==> config.mk <==
export PLATFORM = sky130hd
export DESIGN_NAME = mult32_seq
export DESIGN_NICKNAME = d
export VERILOG_FILES = /design/src/rtl/mult32_pkg.sv /design/src/rtl/mult32_seq_adder32.sv /design/src/rtl/mult32_seq.sv
export SDC_FILE = /design/constraint.sdc
export NUM_CORES = 1
export LEC_CHECK = 0
export CORE_MARGIN = 1
export CORE_UTILIZATION = 51
export CTS_BUF_LIST = sky130_fd_sc_hd__clkbuf_8 sky130_fd_sc_hd__clkbuf_16
export DETAILED_ROUTE_END_ITERATION = 8
export PLACE_DENSITY = 0.75
export SKIP_LAST_GASP = 1
export SLEW_MARGIN = 20
export SYNTH_ARGS = -nofsm -noshare
export SYNTH_HDL_FRONTEND = slang
export SYNTH_HIERARCHICAL = 1
export SYNTH_SLANG_ARGS = --single-unit
==> constraint.sdc <==
create_clock -name clk -period 41 [get_ports clk]
set_input_delay 6.15 -clock clk [delete_from_list [all_inputs] [get_ports clk]]
set_output_delay 6.15 -clock clk [all_outputs]
set_load 0.05 [all_outputs]
==> src/rtl/mult32_pkg.sv <==
// Shared definitions for the sequential 32x32 multiplier: FSM encoding,
// iteration constants and the operand magnitude helper.
package mult32_pkg;

    localparam int MULT_WIDTH   = 32;
    localparam int MULT_ITER    = 32;
    localparam int MULT_LATENCY = 35;

    typedef enum logic [2:0] {
        IDLE   = 3'd0,
        RUN    = 3'd1,
        NEG_LO = 3'd2,
        NEG_HI = 3'd3,
        DONE   = 3'd4
    } state_t;

    // 0x80000000 maps onto itself, which is the correct unsigned magnitude.
    function automatic logic [31:0] abs32(input logic [31:0] v);
        return v[31] ? (~v + 32'd1) : v;
    endfunction

endpackage

==> src/rtl/mult32_seq_adder32.sv <==
// 32-bit ripple-carry adder shared with the ALU; reused here for both the
// partial-product accumulation and the final two's-complement negation.
module adder32 (
    input  logic [31:0] A,
    input  logic [31:0] B,
    input  logic        Cin,
    output logic [31:0] Result,
    output logic        Cout,
    output logic        Over
);

    logic carry;
    logic carry_into_msb;

    always_comb begin
        carry          = Cin;
        carry_into_msb = 1'b0;
        Result         = '0;
        for (int i = 0; i < 32; i++) begin
            if (i == 31) begin
                carry_into_msb = carry;
            end
            Result[i] = A[i] ^ B[i] ^ carry;
            carry     = (A[i] & B[i]) | (carry & (A[i] ^ B[i]));
        end
        Cout = carry;
        Over = carry ^ carry_into_msb;
    end

endmodule

==> src/rtl/mult32_seq.sv <==
// Iterative radix-2 shift-add multiplier with fixed 35-cycle latency;
// signed operands are multiplied as magnitudes and the product negated at the end.
module mult32_seq
    import mult32_pkg::*;
#(
    parameter int WIDTH = 32
) (
    input  logic             clk,
    input  logic             rst,
    input  logic             start,
    input  logic             signed_op,
    input  logic [WIDTH-1:0] a,
    input  logic [WIDTH-1:0] b,
    output logic             busy,
    output logic             done,
    output logic [WIDTH-1:0] result_hi,
    output logic [WIDTH-1:0] result_lo
);

    generate
        if (WIDTH != MULT_WIDTH) begin : g_width_check
            $error("mult32_seq: WIDTH must be 32");
        end
    endgenerate

    localparam logic [4:0] LAST_ITER = 5'(MULT_ITER - 1);

    state_t      state_q, state_d;
    logic [31:0] mcand_q, hi_q, lo_q;
    logic [31:0] res_hi_q, res_lo_q;
    logic [4:0]  cnt_q;
    logic        neg_q, negc_q;

    logic [31:0] add_a, add_b, add_sum;
    logic        add_cin, add_cout, add_over_unused;

    adder32 u_adder (
        .A      (add_a),
        .B      (add_b),
        .Cin    (add_cin),
        .Result (add_sum),
        .Cout   (add_cout),
        .Over   (add_over_unused)
    );

    // Adder operands per state; in the NEG states the result is only used when neg_q is set.
    always_comb begin
        add_a   = '0;
        add_b   = '0;
        add_cin = 1'b0;
        case (state_q)
            RUN: begin
                add_a = hi_q;
                add_b = lo_q[0] ? mcand_q : '0;
            end
            NEG_LO: begin
                add_a   = ~lo_q;
                add_cin = 1'b1;
            end
            NEG_HI: begin
                add_a   = ~hi_q;
                add_cin = negc_q;
            end
            default: ;
        endcase
    end

    always_ff @(posedge clk or posedge rst) begin
        if (rst) begin
            state_q <= IDLE;
        end else begin
            state_q <= state_d;
        end
    end

    always_comb begin
        state_d = state_q;
        case (state_q)
            IDLE:    if (start) state_d = RUN;
            RUN:     if (cnt_q == LAST_ITER) state_d = NEG_LO;
            NEG_LO:  state_d = NEG_HI;
            NEG_HI:  state_d = DONE;
            DONE:    state_d = IDLE;
            default: state_d = IDLE;
        endcase
    end

    always_comb begin
        busy      = (state_q != IDLE);
        done      = (state_q == DONE);
        result_hi = res_hi_q;
        result_lo = res_lo_q;
    end

    always_ff @(posedge clk or posedge rst) begin
        if (rst) begin
            mcand_q  <= '0;
            hi_q     <= '0;
            lo_q     <= '0;
            cnt_q    <= '0;
            neg_q    <= 1'b0;
            negc_q   <= 1'b0;
            res_hi_q <= '0;
            res_lo_q <= '0;
        end else begin
            case (state_q)
                IDLE: begin
                    if (start) begin
                        mcand_q <= signed_op ? abs32(a) : a;
                        lo_q    <= signed_op ? abs32(b) : b;
                        hi_q    <= '0;
                        cnt_q   <= '0;
                        neg_q   <= signed_op & (a[31] ^ b[31]);
                        negc_q  <= 1'b0;
                    end
                end
                RUN: begin
                    // 65-bit {Cout, Result, lo} shifted right by one
                    hi_q  <= {add_cout, add_sum[31:1]};
                    lo_q  <= {add_sum[0], lo_q[31:1]};
                    cnt_q <= cnt_q + 5'd1;
                end
                NEG_LO: begin
                    if (neg_q) begin
                        lo_q   <= add_sum;
                        negc_q <= add_cout;
                    end else begin
                        negc_q <= 1'b0;
                    end
                end
                NEG_HI: begin
                    if (neg_q) begin
                        hi_q <= add_sum;
                    end
                    res_hi_q <= neg_q ? add_sum : hi_q;
                    res_lo_q <= lo_q;
                end
                default: ;
            endcase
        end
    end

endmodule

* Word-level counts from Yosys, hierarchy flattened *
Cells that the tools add are included.

storage, ports and cells
  output and inout port bits = 66
  input bits = 68
  latch bits = 0
  bits in read-only memories = 0
  register bits = 170
  bits in writable memories = 0
  memories kept = 0

cells by class
  reduce and logical (&&, ||, !) cells = 12
  bitwise gates (word level) = 166
  muxes and demuxes = 22
  add/sub/neg operators = 3
  order comparisons = 0
  equality and inequality tests = 8
  divide/modulo/power cells = 0
  shift-type cells = 0
  $mul = 0

operators by type and width
  operator                                                               count
  32-bit two-way mux                                                     10
  32-bit one-hot mux with 3 select lines                                 3
  32-bit NOT                                                             4
  1-bit bitwise AND                                                      65
  1-bit XOR                                                              65
  32-bit by 1-bit adder with 32-bit output, second input constant        2
  1-bit bitwise OR                                                       32
  3-bit one-hot mux with 4 select lines                                  1
  5-bit one-hot mux with 2 select lines                                  1
  2-bit AND reduction                                                    5
  3-bit nonzero test                                                     3
  3-bit by 2-bit equality test with 1-bit output, second input constant  2
  3-bit two-way mux                                                      2
  2-bit != test, second input constant                                   3
  5-bit by 1-bit adder with 5-bit output, second input constant          1
  5-bit equality test, second input constant                             1
  5-bit two-way mux                                                      1
  1-bit one-hot mux with 2 select lines                                  2
  2-bit nonzero test                                                     2
  3-bit by 1-bit equality test with 1-bit output, second input constant  1
  3-bit equality test, second input constant                             1
  3-bit zero test                                                        1
  3-bit AND reduction                                                    1
  1-bit two-way mux                                                      2

* Logic depth before layout (Yosys ltp) *
Gate-level depths: netlist of the first run.

  depth after elaboration = 69
  depth in mapped cells = 45
  mapped depth without buffers = 43

* By module *
Netlist of the first run, hierarchy kept.

modules (own cells, without submodules)
  module      seq. area each (sq um)  cells an instance  times used  area each (sq um)
  mult32_seq  4,254.1                 1,138              1           9,678.0
  adder32     0.0                     43                 1           686.9

* Least setup slack after synthesis of the first run *
No wires, ideal clock.

  path kind = register to register
  start = register state_q[1]
  end = register lo_q[31]
  cell stages (with the launch flop) = 46
  data arrival time = 13.973 ns
  path buffers = 2
  clock period less this slack = 14.049 ns
  path slack = 26.951 ns
  cell sequence = dfrtp_1 -> clkbuf_1 -> buf_1 -> xor2_1 -> a22oi_1 -> nor2_1 -> fa_1 -> fa_1 -> fa_1 -> fa_1 -> fa_1 -> fa_1 -> fa_1 -> fa_1 -> fa_1 -> fa_1 -> fa_1 -> fa_1 -> [... 10 more ...] -> fa_1 -> fa_1 -> fa_1 -> fa_1 -> fa_1 -> fa_1 -> fa_1 -> fa_1 -> fa_1 -> fa_1 -> fa_1 -> inv_1 -> fa_1 -> inv_1 -> a22oi_1 -> nor2_1 -> a21oi_1 -> o21ai_1

between the ends
  cells in the longest elaborated chain, start to end = 68
  elaborated cells between the ends (all ways) = 140
  classes of those cells = eq/ne (5); mux (5); bitwise (127); reduce/logical (3)

ends and longest elaborated chain
  item                                                                                                              line                      text
  start: declaration                                                                                                mult32_seq.sv:28          state_t state_q, state_d;
  start signal: assignment                                                                                          mult32_seq.sv:72          state_q <= state_d;
  3-bit by 2-bit equality test with 1-bit output or 3-bit by 1-bit equality test with 1-bit output (tied branches)  mult32_seq.sv:51          case (state_q)
  32-bit one-hot mux with 3 select lines *                                                                          mult32_seq.sv:51
  via add_a[0]                                                                                                      mult32_seq.sv:34          logic [31:0] add_a, add_b, add_sum;
  1-bit XOR                                                                                                         mult32_seq_adder32.sv:24  carry = (A[i] & B[i]) | (carry & (A[i] ^ B[i]));
  1-bit bitwise AND                                                                                                 mult32_seq_adder32.sv:24
  1-bit bitwise OR *                                                                                                mult32_seq_adder32.sv:24
  1-bit bitwise AND *                                                                                               mult32_seq_adder32.sv:24
  1-bit bitwise OR *                                                                                                mult32_seq_adder32.sv:24
  [... 54 more ...]                                                                                                 -
  1-bit bitwise AND *                                                                                               mult32_seq_adder32.sv:24
  1-bit bitwise OR *                                                                                                mult32_seq_adder32.sv:24
  1-bit bitwise AND *                                                                                               mult32_seq_adder32.sv:24
  1-bit bitwise OR *                                                                                                mult32_seq_adder32.sv:24
  1-bit XOR *                                                                                                       mult32_seq_adder32.sv:23  Result[i] = A[i] ^ B[i] ^ carry;
  via add_sum[31]                                                                                                   mult32_seq.sv:34
  32-bit two-way mux *                                                                                              mult32_seq.sv:124         if (neg_q) begin
  32-bit one-hot mux with 3 select lines *                                                                          mult32_seq.sv:106         case (state_q)
  end signal: assignment                                                                                            mult32_seq.sv:110         lo_q <= signed_op ? abs32(b) : b;
  end signal: assignment                                                                                            mult32_seq.sv:120         lo_q <= {add_sum[0], lo_q[31:1]};
  end signal: assignment                                                                                            mult32_seq.sv:125         lo_q <= add_sum;
  end: declaration                                                                                                  mult32_seq.sv:29          logic [31:0] mcand_q, hi_q, lo_q;

The timed path passes the listed nets; every way through them passes the cells marked *. The select of a mux whose other input is x is not followed.
A chain may end at the register's enable or synchronous reset.

* Final worst setup path of the first run *
  start = register state_q[2]
  end = register lo_q[31]

between the ends
  elaborated cells between the ends (all ways) = 140
  classes of those cells = eq/ne (5); mux (5); bitwise (127); reduce/logical (3)

RTL lines
  item                                              line
  3-bit by 1-bit equality test with 1-bit output *  mult32_seq.sv:51
  32-bit two-way mux *                              mult32_seq.sv:51
  via add_b[1]                                      mult32_seq.sv:34
  1-bit XOR                                         mult32_seq_adder32.sv:24
  1-bit bitwise AND                                 mult32_seq_adder32.sv:24
  1-bit bitwise OR *                                mult32_seq_adder32.sv:24
  1-bit bitwise AND *                               mult32_seq_adder32.sv:24
  1-bit bitwise OR *                                mult32_seq_adder32.sv:24
  [... 52 more ...]                                 -
  1-bit bitwise AND *                               mult32_seq_adder32.sv:24
  1-bit bitwise OR *                                mult32_seq_adder32.sv:24
  1-bit bitwise AND *                               mult32_seq_adder32.sv:24
  1-bit bitwise OR *                                mult32_seq_adder32.sv:24
  1-bit XOR *                                       mult32_seq_adder32.sv:23
  via add_sum[31]                                   mult32_seq.sv:34
  32-bit two-way mux *                              mult32_seq.sv:124
  32-bit one-hot mux with 3 select lines *          mult32_seq.sv:106

Marked as above.

==> results of run 1 <==
## per-stage QoR
stage               hold slack (ns)  cell area (um2)  cells  power [mW]  setup WS, ns
global route                  0.497            12400   1535       0.971         26.15
floorplan                     0.442            10400   1180       0.600         27.00
finish                        0.471            12400   1535       0.917         26.68
detailed placement            0.462            11800   1503       0.754         26.81
CTS                           0.478            12400   1535       0.914         26.78
global placement              0.455            11800   1503       0.745         26.99
## layer usage
layer	vias up	track usage	routed length, um
li1	4264	-	-
met1	4461	0.396	12300
met2	405	0.488	14200
met3	66	0.0427	1890
met4	0	0.114	969
met5	-	0	0
## flip-flops by register name, summed over array words and instances, names as in the netlist
name,count
result_lo,32
state_q,3
hi_q,32
neg_q,1
cnt_q,5
negc_q,1
mcand_q,32
result_hi,32
lo_q,32
## report_power, final
| part | leakage (nW) | switching (mW) | internal, mW |
|---|---|---|---|
| Sequential | 2.20 | 0.0626 | 0.233 |
| Combinational | 3.29 | 0.281 | 0.180 |
| Clock | 0.289 | 0.0705 | 0.0892 |
| Total | 5.78 | 0.414 | 0.503 |
## layout make-up
cell class                 count  area (um2)  area share
clock buffer                  20         467      0.0377
clock inverter                12         113     0.00909
inverter                      58         223      0.0180
multi-input combinational    864        5570       0.450
sequential                   170        4260       0.344
tap                          265         332      0.0268
timing repair buffer         146        1430       0.115
## final timing paths
kind | from | to | cells past startpoint | slack (ns)
max | state_q[2]$_DFFE_PP0P_ | lo_q[31]$_DFFE_PP0P_ | 43 | 26.68
min | result_lo[13]$_DFFE_PP0N_ | result_lo[13]$_DFFE_PP0N_ | 2 | 0.47
max in group asynchronous | rst | neg_q$_DFFE_PP0P_ | 3 | 33.18
min in group asynchronous | rst | result_hi[13]$_DFFE_PP0N_ | 2 | 6.27
max reg2reg | state_q[2]$_DFFE_PP0P_ | lo_q[31]$_DFFE_PP0P_ | 43 | 26.68
min reg2reg | result_lo[13]$_DFFE_PP0N_ | result_lo[13]$_DFFE_PP0N_ | 2 | 0.47
## worst max-delay path, delay by kind of cell (launching register included)
kind / cells / cell delay, ns
and+or+nand+nor: 3 / 0.59
AOI/OAI and AO/OA: 3 / 0.23
adders and majority gates: 31 / 11.95
buffers and inverters: 6 / 1.14
DFF: 1 / 0.33
==> metrics.cfg, run 1 <==
[timing]
fmax_mhz=69.8
skew_ns=0.0136
setup_viol=0
tightestPinTransition_ns=1.15
slew_headroom=0.229
min_period_ns=14.32
slew_violations=0
finalCritPeriodShare=0.349
final_hold_viol_count=0
rsz0062_at_grt=no
setup_tns_ns=0

[global_routing]
grt_pass1_vias=8624
grt_pass1_wl_um=46600
grt_max_degree=100
overflow=0
antenna_found_initial=0
grt_use_total=0.297

[clocking]
cts.clk_slew.worst_paths_ns=0.07
htreeDepth=4
postCtsResizedCells=0
cts_tree=built
cts.path.max_buffers=2
cts_root_buf=clkbuf_16
postCtsSetupBuffers=0
cts_inserted_buffers=17
worstSkewPairLatency_ns=0.43
cts_sinks=170
ctsHoldBuffers=0

[power]
p_leak_nw=5.78
ir_drop_mv=0.0353
power-per-cell-area_nw_per_um2=74.0

[route]
first_pass_iters=9
drc_errors=0
ant_nets=0
wl_um=29300
drtIter0Drc=1120
avgRoutedWirePerCell_um=19.1
routed_via_density=5.99
num_vias=9196

[cells_and_area]
final_util=0.630
nets=1361
area.growth.synth_to_final_pct=19.6
antennaDiodeCount=0
layout-drive-gt1-share=0.0488
n_fill_cell=1716
layout_commonest_cell=nand2_1
mostFrequentLayoutCells=190 x nand2_1, 168 x dfrtp_1, 133 x clkdlybuf4s50_1

[worst_setup_path]
required_ns=41.36
worst_ep_arrival_time_ns=14.68
crit_path_end_kind=flip-flop
cp_max_fo=89
crit_type=reg2reg
cp_common_cell=fa_1
cpPeakStageDelay_ns=0.43
startpoint_type=flip-flop
cp_slowest_cell=buf_4

[floorplan]
io_pins=134
start_util=0.527
fp.coreArea_um2=19700
die_w_um=145
dieArea_um2=20900
rows=51
die_h_um=145

[place]
post-dp-hpwl_um=21400
portBuffers=133
gp_congestion=0.914

[yosys]
syn_inst=1180
syn_area_per_cell_um2=8.78
syn_area_um2=10400
ys_warn_count=6
syn_nets=1284

[run]
maxCapViolCount=0

[min_path]
hp-class=reg2reg

[outcome]
status=complete, no violations

Note: power is estimated with default switching activity, not from simulation.
==> run 2, diff against run 1 <==
--- a/config.mk
+++ b/config.mk
@@ -9,7 +9,7 @@
 export CORE_UTILIZATION = 51
 export CTS_BUF_LIST = sky130_fd_sc_hd__clkbuf_8 sky130_fd_sc_hd__clkbuf_16
 export DETAILED_ROUTE_END_ITERATION = 8
-export PLACE_DENSITY = 0.75
+export PLACE_DENSITY = 0.77
 export SKIP_LAST_GASP = 1
 export SLEW_MARGIN = 20
 export SYNTH_ARGS = -nofsm -noshare
==> constraint.sdc (replaced) <==
create_clock -name clk -period 12.4 [get_ports clk]
set_input_delay 1.86 -clock clk [delete_from_list [all_inputs] [get_ports clk]]
set_output_delay 1.86 -clock clk [all_outputs]
set_load 0.05 [all_outputs]
==> run 2 against run 1 <==
Net effect: the flow now finishes with violations (negative setup slack); cell count is 0.65% higher; clock skew is 0.0028 ns lower; sequential share of layout area is 0.52 points lower; setup slack worse by 27 ns; count of clock-buffer cells in the layout is 2 lower; sequential power grew to 3.3 times the previous value; total power grew to 3.4 times the previous value; routed wire length is 2.3% higher; largest power group unchanged.
==> metrics.cfg, run 2 (same netlist as run 1, synthesis figures left out) <==
[power]
p_leak_nw=5.78  ; about the same
p_int_mw=1.74  ; +250%
ir_drop_mv=0.124  ; +250%
combPwrFrac=0.510  ; +0.007
share_seq_of_total_power=0.312  ; -0.011
power-per-cell-area_nw_per_um2=248  ; +240%
switching_share=0.444  ; -0.00752
p_clk_frac=0.178  ; +0.004
p_sw_mw=1.39  ; +240%

[run]
maxCapViolCount=0  ; unchanged

[clocking]
cts_root_buf=clkbuf_16
cts_inserted_buffers=17  ; unchanged
htreeDepth=4  ; unchanged
cts.path.max_buffers=2  ; unchanged
worstSkewPairLatency_ns=0.44  ; about the same
postCtsSetupBuffers=0  ; unchanged
cts_tree=built
cts.clk_slew.worst_paths_ns=0.07  ; about the same
cts_sinks=170  ; unchanged

[floorplan]
dieArea_um2=20900  ; unchanged
fp.coreArea_um2=19700  ; unchanged
die_h_um=145  ; unchanged
io_pins=134  ; unchanged
start_util=0.527  ; unchanged
die_w_um=145  ; unchanged
rows=51  ; unchanged

[global_routing]
grt_pass1_vias=8978  ; +4.1%
antenna_found_initial=1  ; +1
grt_pass1_wl_um=47400  ; +1.7%
overflow=0  ; unchanged
grt_use_total=0.303  ; +0.00655
grt_max_degree=98  ; -2.0%

[route]
ant_nets=0  ; unchanged
avgRoutedWirePerCell_um=19.4  ; +1.6%
drtIter0Drc=981  ; -12%
wl_um=30000  ; +2.3%
num_vias=9328  ; +1.4%
first_pass_iters=7  ; -2
routed_via_density=6.04  ; +0.78%
drc_errors=0  ; unchanged

[worst_setup_path]
r2r-start=state_q[1]$_DFFE_PP0P_
crit_type=reg2reg
worst_ep_arrival_time_ns=12.95  ; -1.73 ns
startpoint_type=flip-flop
cp-startpoint=state_q[1]$_DFFE_PP0P_
crit_path_end_kind=flip-flop
cp_common_cell=fa_2
required_ns=12.75  ; -28.61 ns
cp_slowest_cell=dfrtp_2
cpPeakStageDelay_ns=0.43  ; about the same
cp_max_fo=4  ; -96%

[min_path]
hp-start=result_lo[28]$_DFFE_PP0N_
hp-class=reg2reg

[timing]
setup_slack_ns=-0.204  ; -26.88 ns
slew_violations=0  ; unchanged
min_period_ns=12.60  ; -1.72 ns
timing.hold.ws_ns=0.473  ; +0.00252 ns
skew_ns=0.0108  ; -0.00280 ns
slew_headroom=0.281  ; +0.0526
rsz0062_at_grt=yes
setup_viol=4  ; +4
fmax_mhz=79.3  ; +14%
final_hold_viol_count=0  ; unchanged
tightestPinTransition_ns=1.07  ; -0.0805 ns
finalCritPeriodShare=1.02  ; +0.667
setup_tns_ns=-0.425  ; -0.425 ns

[outcome]
violations=negative setup slack
status=finished, violations left

[cells_and_area]
antennaDiodeCount=0  ; unchanged
layout-drive-gt1-share=0.0828  ; +0.0340
nets=1371  ; +0.73%
n_fill_cell=1759  ; +2.5%
layout_commonest_cell=nand2_1
area.growth.synth_to_final_pct=21.5
fin_cells=1545  ; +0.65%
mostFrequentLayoutCells=190 x nand2_1, 168 x dfrtp_1, 133 x clkdlybuf4s50_1

[place]
dp_slack_ns=-0.0676  ; -26.88 ns
post-dp-hpwl_um=21700  ; +1.5%
portBuffers=133  ; unchanged
placed_cells_incl_taps=1513  ; +0.67%
gp_congestion=0.949  ; +3.9%

-- run 2: cell types whose count changed in the layout (fill, tap and decap cells not counted), sizes merged --
cell	delta
buf	+10
clkbuf	-2
bufinv	+2
clkinvlp	+2
clkinv	-2
-- run 2: per-stage QoR --
step	power [mW]	utilization	area, um2
finish	3.12	0.640	12600
global route	3.30	0.640	12600
CTS	3.12	0.640	12600
detailed placement	2.55	0.609	12000
global placement	2.51	0.609	12000
floorplan	2.03	-	10500
-- run 2: routing by layer --
| layer | wire length, um | GRT usage | vias up | share of wire |
|---|---|---|---|---|
| li1 | - | - | 4295 | - |
| met1 | 12300 | 0.390 | 4537 | 0.41 |
| met2 | 14500 | 0.498 | 417 | 0.48 |
| met3 | 2000 | 0.0520 | 79 | 0.067 |
| met4 | 1150 | 0.143 | 0 | 0.038 |
| met5 | 0 | 0 | - | 0 |
-- run 2: area by class of cell --
cell class / instances / area [um2] / area share
Timing Repair Buffer: 156 / 1500 / 0.120
Sequential cell: 170 / 4260 / 0.338
Inverter: 58 / 223 / 0.0177
Clock inverter: 14 / 170 / 0.0135
Clock buffer: 18 / 439 / 0.0349
Tap cell: 265 / 332 / 0.0264
Multi-Input combinational cell: 864 / 5650 / 0.450
-- run 2: worst max-delay path, delay by kind of cell, from the launching register on --
| family | cells | cell delay [ns] |
|---|---|---|
| xor+xnor | 1 | 0.17 |
| fa+ha+maj | 32 | 11.05 |
| flops | 1 | 0.43 |
| simple gates | 2 | 0.23 |
| buf+inv | 4 | 0.25 |
| compound gates | 4 | 0.41 |
-- run 2: what timing repair did --
item / 4_1_cts / 5_1_grt
resized for setup: 1 / 1
endpoints found under the hold margin: 0 / 0
pin swaps: 2 / 0
endpoints found under the setup margin: 2 / 7
hold buffers: 0 / 0
-- run 2: power groups by stage --
stage | clock network [mW] | registers, mW | logic (mW)
after global placement | 0 | 0.972 | 1.54
after floorplan | 0 | 1.08 | 0.949
after global routing | 0.584 | 0.995 | 1.72
after detailed placement | 0 | 0.978 | 1.57
after CTS | 0.562 | 0.969 | 1.59
final | 0.556 | 0.974 | 1.59
-- run 2: final timing paths --
| path | end | slack (ns) | cells past startpoint |
|---|---|---|---|
| worst max-delay path | lo_q[31]$_DFFE_PP0P_ | -0.20 | 43 |
| worst min-delay path | result_lo[28]$_DFFE_PP0N_ | 0.47 | 2 |
| worst max register to register | lo_q[31]$_DFFE_PP0P_ | -0.20 | 43 |
| worst min register to register | result_lo[28]$_DFFE_PP0N_ | 0.47 | 2 |
| max in group asynchronous | lo_q[21]$_DFFE_PP0P_ | 8.99 | 3 |
| min in group asynchronous | result_hi[13]$_DFFE_PP0N_ | 1.98 | 2 |
==> run 3, diff against run 2 <==
--- a/config.mk
+++ b/config.mk
@@ -5,6 +5,7 @@
 export SDC_FILE = /design/constraint.sdc
 export NUM_CORES = 1
 export LEC_CHECK = 0
+export CORE_ASPECT_RATIO = 1.25
 export CORE_MARGIN = 1
 export CORE_UTILIZATION = 51
 export CTS_BUF_LIST = sky130_fd_sc_hd__clkbuf_8 sky130_fd_sc_hd__clkbuf_16
==> run 3 against run 2 <==
Net effect: the run still ends with negative setup slack left; sequential cell count unchanged; register-to-register slack got worse by 0.03 ns; sequential power decreased by 2.1%; first-iteration DRC count increased by 29%; cell count increased by 0.32%; hold slack got worse by 0.0022 ns; clock skew decreased by 0.0017 ns; critical path depth decreased by 1; total power decreased by 0.60%; setup slack got worse by 0.031 ns; critical endpoint is now result_hi[31]$_DFFE_PP0N_; highest routed layer unchanged.
==> metrics.cfg, run 3 (same netlist as run 1, synthesis figures left out) <==
[outcome]
status=finished, violations left
violations=negative setup slack

[place]
placed_cells_incl_taps=1518  ; +0.33%
post-dp-hpwl_um=20000  ; -7.7%
portBuffers=133  ; unchanged
gp_congestion=0.936  ; -1.3%
place_area_um2=12000  ; +0.38%

[worst_setup_path]
regToRegSetupSlack_ns=-0.23  ; -0.03 ns
critPathBufInv=5  ; +1
crit_type=reg2reg
cpPeakStageDelay_ns=0.42  ; about the same
cp_slowest_cell=fa_2
crit_path_end_kind=flip-flop
cp_common_cell=fa_2
crit_family=adder cells
worst_ep_arrival_time_ns=12.98  ; +0.03 ns
required_ns=12.75  ; about the same
reg2reg_to=result_hi[31]$_DFFE_PP0N_
startpoint_type=flip-flop
r2r-start=state_q[1]$_DFFE_PP0P_
ff2ff_path_depth=42  ; -2.3%
path_depth=42  ; -2.3%
cp_max_fo=3  ; -1
cp-endpoint=result_hi[31]$_DFFE_PP0N_
cp-startpoint=state_q[1]$_DFFE_PP0P_

[floorplan]
rows=57  ; +12%
io_pins=134  ; unchanged
dieArea_um2=20900  ; about the same
start_util=0.526  ; -0.000804
fp.coreArea_um2=19700  ; +0.15%
die_h_um=161  ; +12%
die_w_um=129  ; -10%

[min_path]
hp-class=reg2reg
min_path_cells=2  ; unchanged

[cells_and_area]
antennaDiodeCount=0  ; unchanged
design_area_um2=12700  ; +0.88%
nets=1376  ; +0.36%
fin_cells=1550  ; +0.32%
layout_commonest_cell=nand2_1
layout-drive-gt1-share=0.0887  ; +0.00590
area.growth.synth_to_final_pct=22.5
mostFrequentLayoutCells=190 x nand2_1, 168 x dfrtp_1, 133 x clkdlybuf4s50_1

[clocking]
worstSkewPairLatency_ns=0.43  ; about the same
cts.clk_slew.worst_paths_ns=0.06  ; about the same
htreeDepth=4  ; unchanged
cts_root_buf=clkbuf_16
cts_inserted_buffers=17  ; unchanged
ctsHoldBuffers=0  ; unchanged
cts.path.max_buffers=2  ; unchanged
cts_tree=built
cts_sinks=170  ; unchanged

[power]
ir_drop_mv=0.129  ; +3.9%
power-per-cell-area_nw_per_um2=245  ; -1.5%
p_leak_nw=5.83  ; +0.78%

[global_routing]
overflow=0  ; unchanged
grt_pass1_vias=8964  ; -0.16%
grt_use_total=0.294  ; -0.00916
antenna_found_initial=1  ; unchanged
grt_max_degree=104  ; +6.1%
grt_pass1_wl_um=47400  ; about the same

[route]
routed_via_density=6.01  ; -0.54%
avgRoutedWirePerCell_um=18.9  ; -2.7%
drc_errors=0  ; unchanged
num_vias=9308  ; -0.21%
wl_um=29300  ; -2.4%
ant_nets=0  ; unchanged
first_pass_iters=9  ; +2
drtIter0Drc=1267  ; +29%

[timing]
tightestPinTransition_ns=1.05  ; -0.0239 ns
setup_slack_ns=-0.234  ; -0.0305 ns
setup_viol=4  ; unchanged
skew_ns=0.00904  ; -0.00172 ns
fmax_mhz=79.2  ; -0.24%
final_hold_viol_count=0  ; unchanged
slew_headroom=0.290  ; +0.00874
slew_violations=0  ; unchanged
finalCritPeriodShare=1.02  ; +0.00246
rsz0062_at_grt=yes
min_period_ns=12.63  ; +0.0305 ns

[run]
maxCapViolCount=0  ; unchanged

run 3: changes by cell type in the layout (fill, tap and decap cells not counted), sizes merged:
cell / delta
buf: +5
bufinv: +2
inv: -2
clkbuf: +1
clkinv: -1
run 3: layer usage:
| layer | vias up | GRT usage | share of wire |
|---|---|---|---|
| li1 | 4296 | - | - |
| met1 | 4446 | 0.399 | 0.42 |
| met2 | 484 | 0.464 | 0.47 |
| met3 | 82 | 0.0517 | 0.077 |
| met4 | 0 | 0.124 | 0.033 |
| met5 | - | 0 | 0 |
run 3: worst min-delay path by stage:
stage	start	slack (ns)	endpoint
floorplan	mcand_q[28]$_DFFE_PP0P_	0.44	mcand_q[28]$_DFFE_PP0P_
global placement	mcand_q[15]$_DFFE_PP0P_	0.46	mcand_q[15]$_DFFE_PP0P_
detailed placement	result_lo[9]$_DFFE_PP0N_	0.46	result_lo[9]$_DFFE_PP0N_
CTS	result_lo[9]$_DFFE_PP0N_	0.48	result_lo[9]$_DFFE_PP0N_
global route	result_lo[12]$_DFFE_PP0N_	0.50	result_lo[12]$_DFFE_PP0N_
finish	result_lo[7]$_DFFE_PP0N_	0.47	result_lo[7]$_DFFE_PP0N_
run 3: area by class of cell:
cell class	instances	area, um2
clock inverter	13	201
fill	1654	7000
inverter	58	223
clock buffer	19	453
sequential	170	4260
timing repair buffer	161	1550
multi-input combinational	864	5680
tap	265	332
run 3: timing repair:
item,CTS,global route
endpoints found under the setup margin,4,8
buffers inserted,0,0
pin swaps,1,1
endpoints found under the hold margin,0,0
gates resized for setup,1,8
run 3: through the flow:
| stage | TNS [ns] | total power, mW | worst slack, ns | hold slack [ns] | util |
|---|---|---|---|---|---|
| after CTS | -0.502 | 3.08 | -0.182 | 0.477 | 0.644 |
| after detailed placement | -0.170 | 2.48 | -0.0902 | 0.462 | 0.610 |
| after global placement | -0.0176 | 2.44 | -0.0176 | 0.455 | 0.610 |
| final | -0.756 | 3.11 | -0.234 | 0.471 | 0.645 |
| after floorplan | -0.0687 | 2.03 | -0.0687 | 0.442 | - |
| after global routing | -2.79 | 3.28 | -0.547 | 0.497 | 0.645 |
run 3: worst min-delay path, delay by kind of cell, from the launching register on:
kind | cells | cell delay (ns)
AND/OR/NAND/NOR | 2 | 0.10
flip-flops | 1 | 0.34
run 3: where the power goes:
| part | switching (mW) | internal, mW | leakage, nW |
|---|---|---|---|
| Clock | 0.225 | 0.367 | 0.319 |
| Combinational | 0.922 | 0.638 | 3.31 |
| Sequential | 0.181 | 0.772 | 2.20 |
